==> src/rtl/instr_mem_loader.sv <==
// Instruction memory loader: packs a byte stream MSB-first into DATA_WIDTH-bit words and writes
// them from address 0 while holding the PC. Define LOADER_CHECKSUM_EN for a trailing XOR checksum byte.
module instr_mem_loader #(
    parameter int ADDR_WIDTH = 8,
    parameter int DATA_WIDTH = 24
) (
    input  logic                  clk,
    input  logic                  reset,
    input  logic                  start,
    input  logic [ADDR_WIDTH-1:0] load_len,
    input  logic                  abort,
    input  logic [7:0]            byte_in,
    input  logic                  byte_valid,
    output logic                  byte_ready,
    output logic                  wr_en,
    output logic [ADDR_WIDTH-1:0] wr_addr,
    output logic [DATA_WIDTH-1:0] wr_data,
    output logic                  pc_hold,
    output logic                  done,
    output logic                  error
);
    localparam int BYTES_PER_WORD = DATA_WIDTH / 8;
    localparam int BCNT_W         = $clog2(BYTES_PER_WORD + 1);

`ifdef LOADER_CHECKSUM_EN
    typedef enum logic [2:0] {S_IDLE, S_RECV, S_WRITE, S_CHK, S_DONE} state_t;
`else
    typedef enum logic [2:0] {S_IDLE, S_RECV, S_WRITE, S_DONE} state_t;
`endif

    state_t                state_q, state_d;
    logic [ADDR_WIDTH-1:0] len_q;
    logic [ADDR_WIDTH-1:0] word_cnt_q;
    logic [BCNT_W-1:0]     byte_cnt_q;
    logic [DATA_WIDTH-1:0] shift_q;
    logic [DATA_WIDTH-1:0] shift_nxt;
    logic                  byte_fire;
    logic                  last_byte;
    logic                  last_word;
    logic                  active;
    logic                  byte_ready_d;
    logic                  wr_en_d;
    logic                  pc_hold_d;
    logic                  done_d;
    logic                  error_d;
    logic [ADDR_WIDTH-1:0] wr_addr_d;
    logic [DATA_WIDTH-1:0] wr_data_d;
`ifdef LOADER_CHECKSUM_EN
    logic [7:0]            xor_q;
`endif

`ifdef LOADER_CHECKSUM_EN
    assign active = (state_q == S_RECV) || (state_q == S_WRITE) || (state_q == S_CHK);
`else
    assign active = (state_q == S_RECV) || (state_q == S_WRITE);
`endif

    // abort wins over a handshake in the same cycle, so the byte is dropped
    assign byte_fire = byte_valid && byte_ready && !abort;
    assign last_byte = byte_cnt_q == BCNT_W'(BYTES_PER_WORD - 1);
    assign last_word = word_cnt_q == (len_q - ADDR_WIDTH'(1));
    assign shift_nxt = DATA_WIDTH'({shift_q, byte_in});

    always_ff @(posedge clk or negedge reset) begin
        if (!reset) begin
            state_q    <= S_IDLE;
            byte_ready <= 1'b0;
            wr_en      <= 1'b0;
            wr_addr    <= '0;
            wr_data    <= '0;
            pc_hold    <= 1'b0;
            done       <= 1'b0;
            error      <= 1'b0;
        end else begin
            state_q    <= state_d;
            byte_ready <= byte_ready_d;
            wr_en      <= wr_en_d;
            wr_addr    <= wr_addr_d;
            wr_data    <= wr_data_d;
            pc_hold    <= pc_hold_d;
            done       <= done_d;
            error      <= error_d;
        end
    end

    always_comb begin
        state_d = state_q;
        case (state_q)
            S_IDLE: begin
                if (start) state_d = (load_len == '0) ? S_DONE : S_RECV;
            end
            S_RECV: begin
                if (abort)                      state_d = S_IDLE;
                else if (byte_fire && last_byte) state_d = S_WRITE;
            end
            S_WRITE: begin
                if (abort)          state_d = S_IDLE;
`ifdef LOADER_CHECKSUM_EN
                else if (last_word) state_d = S_CHK;
`else
                else if (last_word) state_d = S_DONE;
`endif
                else                state_d = S_RECV;
            end
`ifdef LOADER_CHECKSUM_EN
            S_CHK: begin
                if (abort)          state_d = S_IDLE;
                else if (byte_fire) state_d = S_DONE;
            end
`endif
            S_DONE:  state_d = S_IDLE;
            default: state_d = S_IDLE;
        endcase
    end

    // Outputs are registered: decode them from the state being entered
    always_comb begin
`ifdef LOADER_CHECKSUM_EN
        byte_ready_d = (state_d == S_RECV) || (state_d == S_CHK);
`else
        byte_ready_d = (state_d == S_RECV);
`endif
        wr_en_d   = (state_d == S_WRITE);
        pc_hold_d = byte_ready_d || wr_en_d;
        done_d    = (state_d == S_DONE);
        wr_addr_d = wr_addr;
        wr_data_d = wr_data;
        if (state_q == S_RECV && state_d == S_WRITE) begin
            wr_addr_d = word_cnt_q;
            wr_data_d = shift_nxt;
        end
        error_d = error;
        if (state_q == S_IDLE && start)
            error_d = 1'b0;
        else if (active && abort)
            error_d = 1'b1;
`ifdef LOADER_CHECKSUM_EN
        else if (state_q == S_CHK && byte_fire && byte_in != xor_q)
            error_d = 1'b1;
`endif
    end

    always_ff @(posedge clk or negedge reset) begin
        if (!reset) begin
            len_q      <= '0;
            word_cnt_q <= '0;
            byte_cnt_q <= '0;
            shift_q    <= '0;
`ifdef LOADER_CHECKSUM_EN
            xor_q      <= '0;
`endif
        end else if (state_q == S_IDLE && start) begin
            len_q      <= load_len;
            word_cnt_q <= '0;
            byte_cnt_q <= '0;
`ifdef LOADER_CHECKSUM_EN
            xor_q      <= '0;
`endif
        end else if (!abort) begin
            if (state_q == S_RECV && byte_fire) begin
                shift_q    <= shift_nxt;
                byte_cnt_q <= last_byte ? '0 : byte_cnt_q + BCNT_W'(1);
`ifdef LOADER_CHECKSUM_EN
                xor_q      <= xor_q ^ byte_in;
`endif
            end
            if (state_q == S_WRITE && !last_word)
                word_cnt_q <= word_cnt_q + ADDR_WIDTH'(1);
        end
    end

endmodule
==> config.mk <==
export PLATFORM = sky130hd
export DESIGN_NAME = instr_mem_loader
export DESIGN_NICKNAME = d
export VERILOG_FILES = /design/src/rtl/instr_mem_loader.sv
export SDC_FILE = /design/constraint.sdc
export NUM_CORES = 1
export LEC_CHECK = 0
export CAP_MARGIN = 20
export CORE_MARGIN = 2
export CORE_UTILIZATION = 49
export CTS_BUF_LIST = sky130_fd_sc_hd__clkbuf_8
export CTS_CLUSTER_DIAMETER = 80
export DETAILED_ROUTE_END_ITERATION = 8
export PLACE_DENSITY_LB_ADDON = 0.2
export SYNTH_ARGS = -nofsm -noshare
export SYNTH_HDL_FRONTEND = slang
export SYNTH_SLANG_ARGS = --single-unit
==> constraint.sdc <==
create_clock -name clk -period 1.9 [get_ports clk]
set_clock_uncertainty 0.15 [all_clocks]
set_input_delay 0.19 -clock clk [delete_from_list [all_inputs] [get_ports clk]]
set_output_delay 0.19 -clock clk [all_outputs]
set_load 0.02 [all_outputs]
== Word level (Yosys, flattened, before mapping) ==
Index checks and enable logic that the tools add are counted.
Word-level totals
  register bits after elaboration: 74
  bits of input ports: 21
  output and inout port bits: 37
  logic and storage cells: 61
Cells by class
  muxes and demuxes: 16
  add/sub/neg operators: 3
  reductions and logical operators: 20
  equality and inequality tests: 8
  bitwise operators: 2
Operators with widths (count)
  $mux 8: 3
  $mux 2: 7
  $eq 3x2->1 const B: 3
  $mux 3: 3
  $pmux 3 s3: 1
  $add 8x1->8 const B: 1
  $eq 8x8->1: 1
  $logic_and 1x1->1: 8
  $logic_not 8->1: 1
  $sub 8x1->8 const B: 1
  $eq 3x1->1 const B: 2
  $reduce_bool 2->1: 3
  $reduce_and 2->1: 2
  $logic_not 3->1: 1
  $reduce_and 3->1: 1
  $add 2x1->2 const B: 1
  $eq 2x2->1 const B: 1
  $logic_not 1->1: 2
  $logic_or 1x1->1: 2
  $mux 1: 2
  $ne 2x1->1 const B: 1
  $not 1->1: 2

== Longest topological paths before layout ==
  word-level depth: 8
  mapped depth: 8
  mapped depth without buffers: 8

== Worst setup path before layout ==
Ideal clock, no wire load.
  path type: flip-flop to flip-flop
  from: reg byte_ready
  to: reg wr_data[10]
  arrival: 1.825 ns
  data required time: 1.625 ns
  period minus slack after synthesis: 2.101 ns
  path slack: -0.201 ns
  buffers on the path: 1
  cell stages (with the launch flop): 6
  cells stage by stage: dfrtp_1 -> nand2_1 -> nor4b_2 -> nor4b_4 -> buf_6 -> mux2_4
On the way
  word-level cells in the longest chain between the ends: 8
Ends and longest elaborated chain
  from (decl): line 14  | output logic byte_ready,
  from (signal assigned): line 76  | byte_ready <= byte_ready_d;
  $logic_and 1x1->1 (2 in a row): line 59  | assign byte_fire = byte_valid && byte_ready && !abort;
  $logic_and 1x1->1: line 94  | else if (byte_fire && last_byte) state_d = S_WRITE;
  $mux 3: line 94
  $mux 3: line 93  | if (abort) state_d = S_IDLE;
  $pmux 3 s3: line 88  | case (state_q)
  $eq 3x2->1: line 128  | if (state_q == S_RECV && state_d == S_WRITE) begin
  $logic_and 1x1->1: line 128
  to (signal assigned): line 79  | wr_data <= wr_data_d;
  to (decl): line 17  | output logic [DATA_WIDTH-1:0] wr_data,
No other way between the ends.
A chain may end at the register's enable or synchronous reset.

== Worst setup path in the final report ==
  from: reg len_q[2]
  to: reg word_cnt_q[7]
On the way
  word-level cells in the longest chain between the ends: 6
Ends and longest elaborated chain
  from (decl): line 32  | logic [ADDR_WIDTH-1:0] len_q;
  from (signal assigned): line 153  | len_q <= load_len;
  $sub 8x1->8: line 61  | assign last_word = word_cnt_q == (len_q - ADDR_WIDTH'(1));
  $eq 8x8->1: line 61
  $logic_not 1->1: line 167  | if (state_q == S_WRITE && !last_word)
  $logic_and 1x1->1: line 167
  $reduce_bool 2->1 (no line)
  $reduce_and 2->1 (no line)
  to (signal assigned): line 168  | word_cnt_q <= word_cnt_q + ADDR_WIDTH'(1);
  to (decl): line 33  | logic [ADDR_WIDTH-1:0] word_cnt_q;
No other way between the ends.

==> impl_results.md <==
* Final #Nets at 387
* Die area at 7450 um2
* Critical-path top delay cell: dfrtp_2
* Crit-path most repeated cell: buf_6
* Leak pwr at 2.17 nW
* Critical Path AT at 2.16 ns
* Hold Path Class: input port to asynchronous set/reset pin
* # rows at 29
* Cell Pwr Density at 733 nW/um2
* Worst Setup SP: len_q[2]$_DFFE_PN0P_
* Post-synth top cells: dfrtp_1 (74), nand2_1 (39), mux2_2 (37), mux2_4 (10), xnor2_1 (8)
* Number of clock sinks at 74
* Worst EP required at 2.02 ns
* Max-slew violation count at 0
* Net switching fraction of the power at 26.9%
* Initial antenna violation count at 0
* Total gr overflow at 0
* Peak VDD IR at 0.000497 V
* Gr busiest metal: met2
* Internal at 2.55 mW
* Bufs on Longest Clock Path at 2
* Simple-gate area share of the yosys netlist at 12.8%
* Syn Nets at 283
* H-tree levels at 3
* Endpoint class of the critical path: register
* WL final at 7570 um
* Root buffer cell: clkbuf_8
* Synth Register Bits at 74
* Synth Area in XOR/XNOR at 2.38%
* Outcome: finished with violations
* Mux share of post-synthesis cell area at 18.9%
* GRT Overall Usage at 21.4%
* Skew-Pair Late Insertion Delay at 0.35 ns
* Logic pwr share at 15.9%
* Antenna fix cells at 0
* Vias per cell at 5.49
* Final WS setup at -0.132 ns
* DRC at 0
* Failing checks: setup timing
* Synth top area share at 55.8%
* Num CTS Buffers at 9
* Dominant cells by area after synthesis: dfrtp_1 (56%), mux2_2 (13%), mux2_4 (4.5%), nand2_1 (4.4%), xnor2_1 (2.1%)
* Final Non-Filler Cells at 446
* Met3 GRT Util at 4.48%
* Most common cell in the netlist: dfrtp_1
* RSZ-0062 raised after global routing: true
* Max Freq at 492 MHz
* Gate Count Post-Synth at 260
* Worst-path fanout max at 7
* Largest net degree at the start of global routing at 53
* Buf/Inv on CP at 2
* CORE AREA at 6460 um2
* Final Core Density at 73.8%
* Post-Syn Area at 3320 um2
* Routed len/inst at 17.0 um
* Main combinational cell family by area after synthesis: multiplexers
* DR vias at 2,447
* Crit path time final at 2.03 ns
* CTS clk-pin slew, worst paths at 0.08 ns
* GPL Wtd Cong at 0.818
* Seq pwr share at 49.8%
* Setup crit start kind: register
* Ys flop type: dfrtp_1
* Cell Chain, Critical Path: buf_6 > nand3b_1 > a31oi_1 > o2111a_2 > buf_6 > a2111o_1 > o21ai_1
* Family with the most delay on the worst path: compound AO/OA/AOI/OAI gates
* HPWL after DPL at 4740 um
* Clock tree from TritonCTS: built
* Port bufs at 57
* Compound-cell area share of the yosys netlist at 6.75%
* Share of synthesized registers carrying an async set or reset at 100%
* Area delta synth->final at 43.6%
* Synth Area per Inst at 12.8 um2
* Post-Synth Adder-Cell Area at 0.754%
* DIE HEIGHT at 86.3 um
* Worst path max stage delay at 0.50 ns
* I/O pin count at 58
* Distinct cells, synth at 45
* Max-cap violation count at 0
* Post-placement setup slack at -0.391 ns
* Vias in the first global route at 2,398
* Hold Vio Cnt, Final at 0
* WS Path Type: register to register
* Ys Warns at 0
* Period utilization at 107%
* Clk pwr share at 34.3%
* Antenna-violating nets left at 0
* Inst Count DP at 413
* Number of synthesized flops with an enable pin at 0
* Seq/Total Area, Yosys at 55.8%
* Met1 GRT Util at 29.8%
* Die width at 86.3 um
* M2 GR Usage at 33.9%
* Pre-antenna DRT Iters at 4
* R2r startpoint: len_q[2]$_DFFE_PN0P_
* First-pass GRT wire length at 12,100 um
* Starting Density at 51.4%
* Net Switching at 0.938 mW
* Layout cell share with drive strength beyond 1 at 37.7%
* Area leader, netlist: dfrtp_1
* # setup viols final at 42
* Initial DRC count at 138
==> layer usage <==
layer / vias up / part of all wire [%] / wire length, um
met4: 0 / 1.3 / 99
met5: - / 0 / 0
met3: 11 / 3.5 / 266
met1: 1242 / 46 / 3500
met2: 52 / 49 / 3700
li1: 1142 / - / -
==> power groups by stage <==
stage | Clock [mW] | Combinational, mW | Sequential (mW)
6_report | 1.20 | 0.555 | 1.74
2_1_floorplan | 0 | 0.254 | 1.75
5_1_grt | 1.30 | 0.602 | 1.75
3_5_place_dp | 0 | 0.461 | 1.76
3_3_place_gp | 0 | 0.449 | 1.75
4_1_cts | 1.22 | 0.497 | 1.73
==> metrics by stage <==
step / power (mW) / cell area, um2 / hold WS [ns] / setup TNS (ns)
after floorplan: 2.00 / 3410 / -0.256 / -3.11
after global placement: 2.20 / 4250 / -0.0392 / -10.11
after detailed placement: 2.22 / 4250 / -0.0324 / -13.05
after CTS: 3.45 / 4660 / 0.151 / -1.17
after global routing: 3.65 / 4760 / 0.166 / -5.28
final: 3.49 / 4760 / 0.142 / -2.14
==> path summary, 6_finish.rpt <==
kind,end,cells after the start,slack [ns]
worst max-delay path,word_cnt_q[7]$_DFFE_PN0P_,7,-0.13
worst max register to register,word_cnt_q[7]$_DFFE_PN0P_,7,-0.13
max in group asynchronous,word_cnt_q[7]$_DFFE_PN0P_,3,0.89
worst min register to register,wr_data[18]$_DFFE_PN0P_,1,0.36
worst min-delay path,len_q[0]$_DFFE_PN0P_,2,0.14
min in group clk,len_q[4]$_DFFE_PN0P_,3,0.25
==> logic make-up (layout without fill, tap and decap cells) <==
logic type | count (synthesis) | after routing
xor gates and xnor gates | 9 | 9
buffers and inverters | 13 | 122
muxes | 53 | 53
and+or+nand+nor | 76 | 76
AOI/OAI and AO/OA | 32 | 32
DFF | 74 | 74
other | 1 | 1
adders and majority gates | 2 | 2
==> flip-flops by register name (all words and copies together) (netlist names) <==
| signal | cells |
|---|---|
| error | 1 |
| byte_cnt_q | 2 |
| wr_addr | 8 |
| pc_hold | 1 |
| wr_en | 1 |
| wr_data | 24 |
| len_q | 8 |
| shift_q | 16 |
| done | 1 |
| byte_ready | 1 |
| word_cnt_q | 8 |
| state_q | 3 |
==> cell usage in the layout, fill, tap and decap left out, drive strengths merged, types with 5 or more instances in the layout <==
cell           count
dfrtp             74
clkdlybuf4s50     56
mux2              48
buf               45
nand2             39
clkbuf             9
o21ai              9
xnor2              8
nand2b             7
nor3               7
a21oi              6
inv                6
mux2i              5
==> area by class of cell <==
type / count / area, um2
clock inverters: 7 / 68.8
repair buffers: 102 / 1020
well taps: 77 / 96.3
inverters: 4 / 15.0
fillers: 438 / 1690
flip-flops and latches: 74 / 1860
clock buffers: 9 / 124
multi-input cells: 173 / 1580
==> repair_timing <==
| action | 4_1_cts | 5_1_grt |
|---|---|---|
| setup buffers | 7 | 6 |
| pin swaps | 7 | 10 |
| gates resized for setup | 21 | 14 |
| endpoints found under the hold margin | 74 | 0 |
| gates cloned | 3 | 0 |
| setup endpoints to repair | 43 | 44 |
| hold buffers | 1 | 0 |
(Power assumes the default switching activity.)
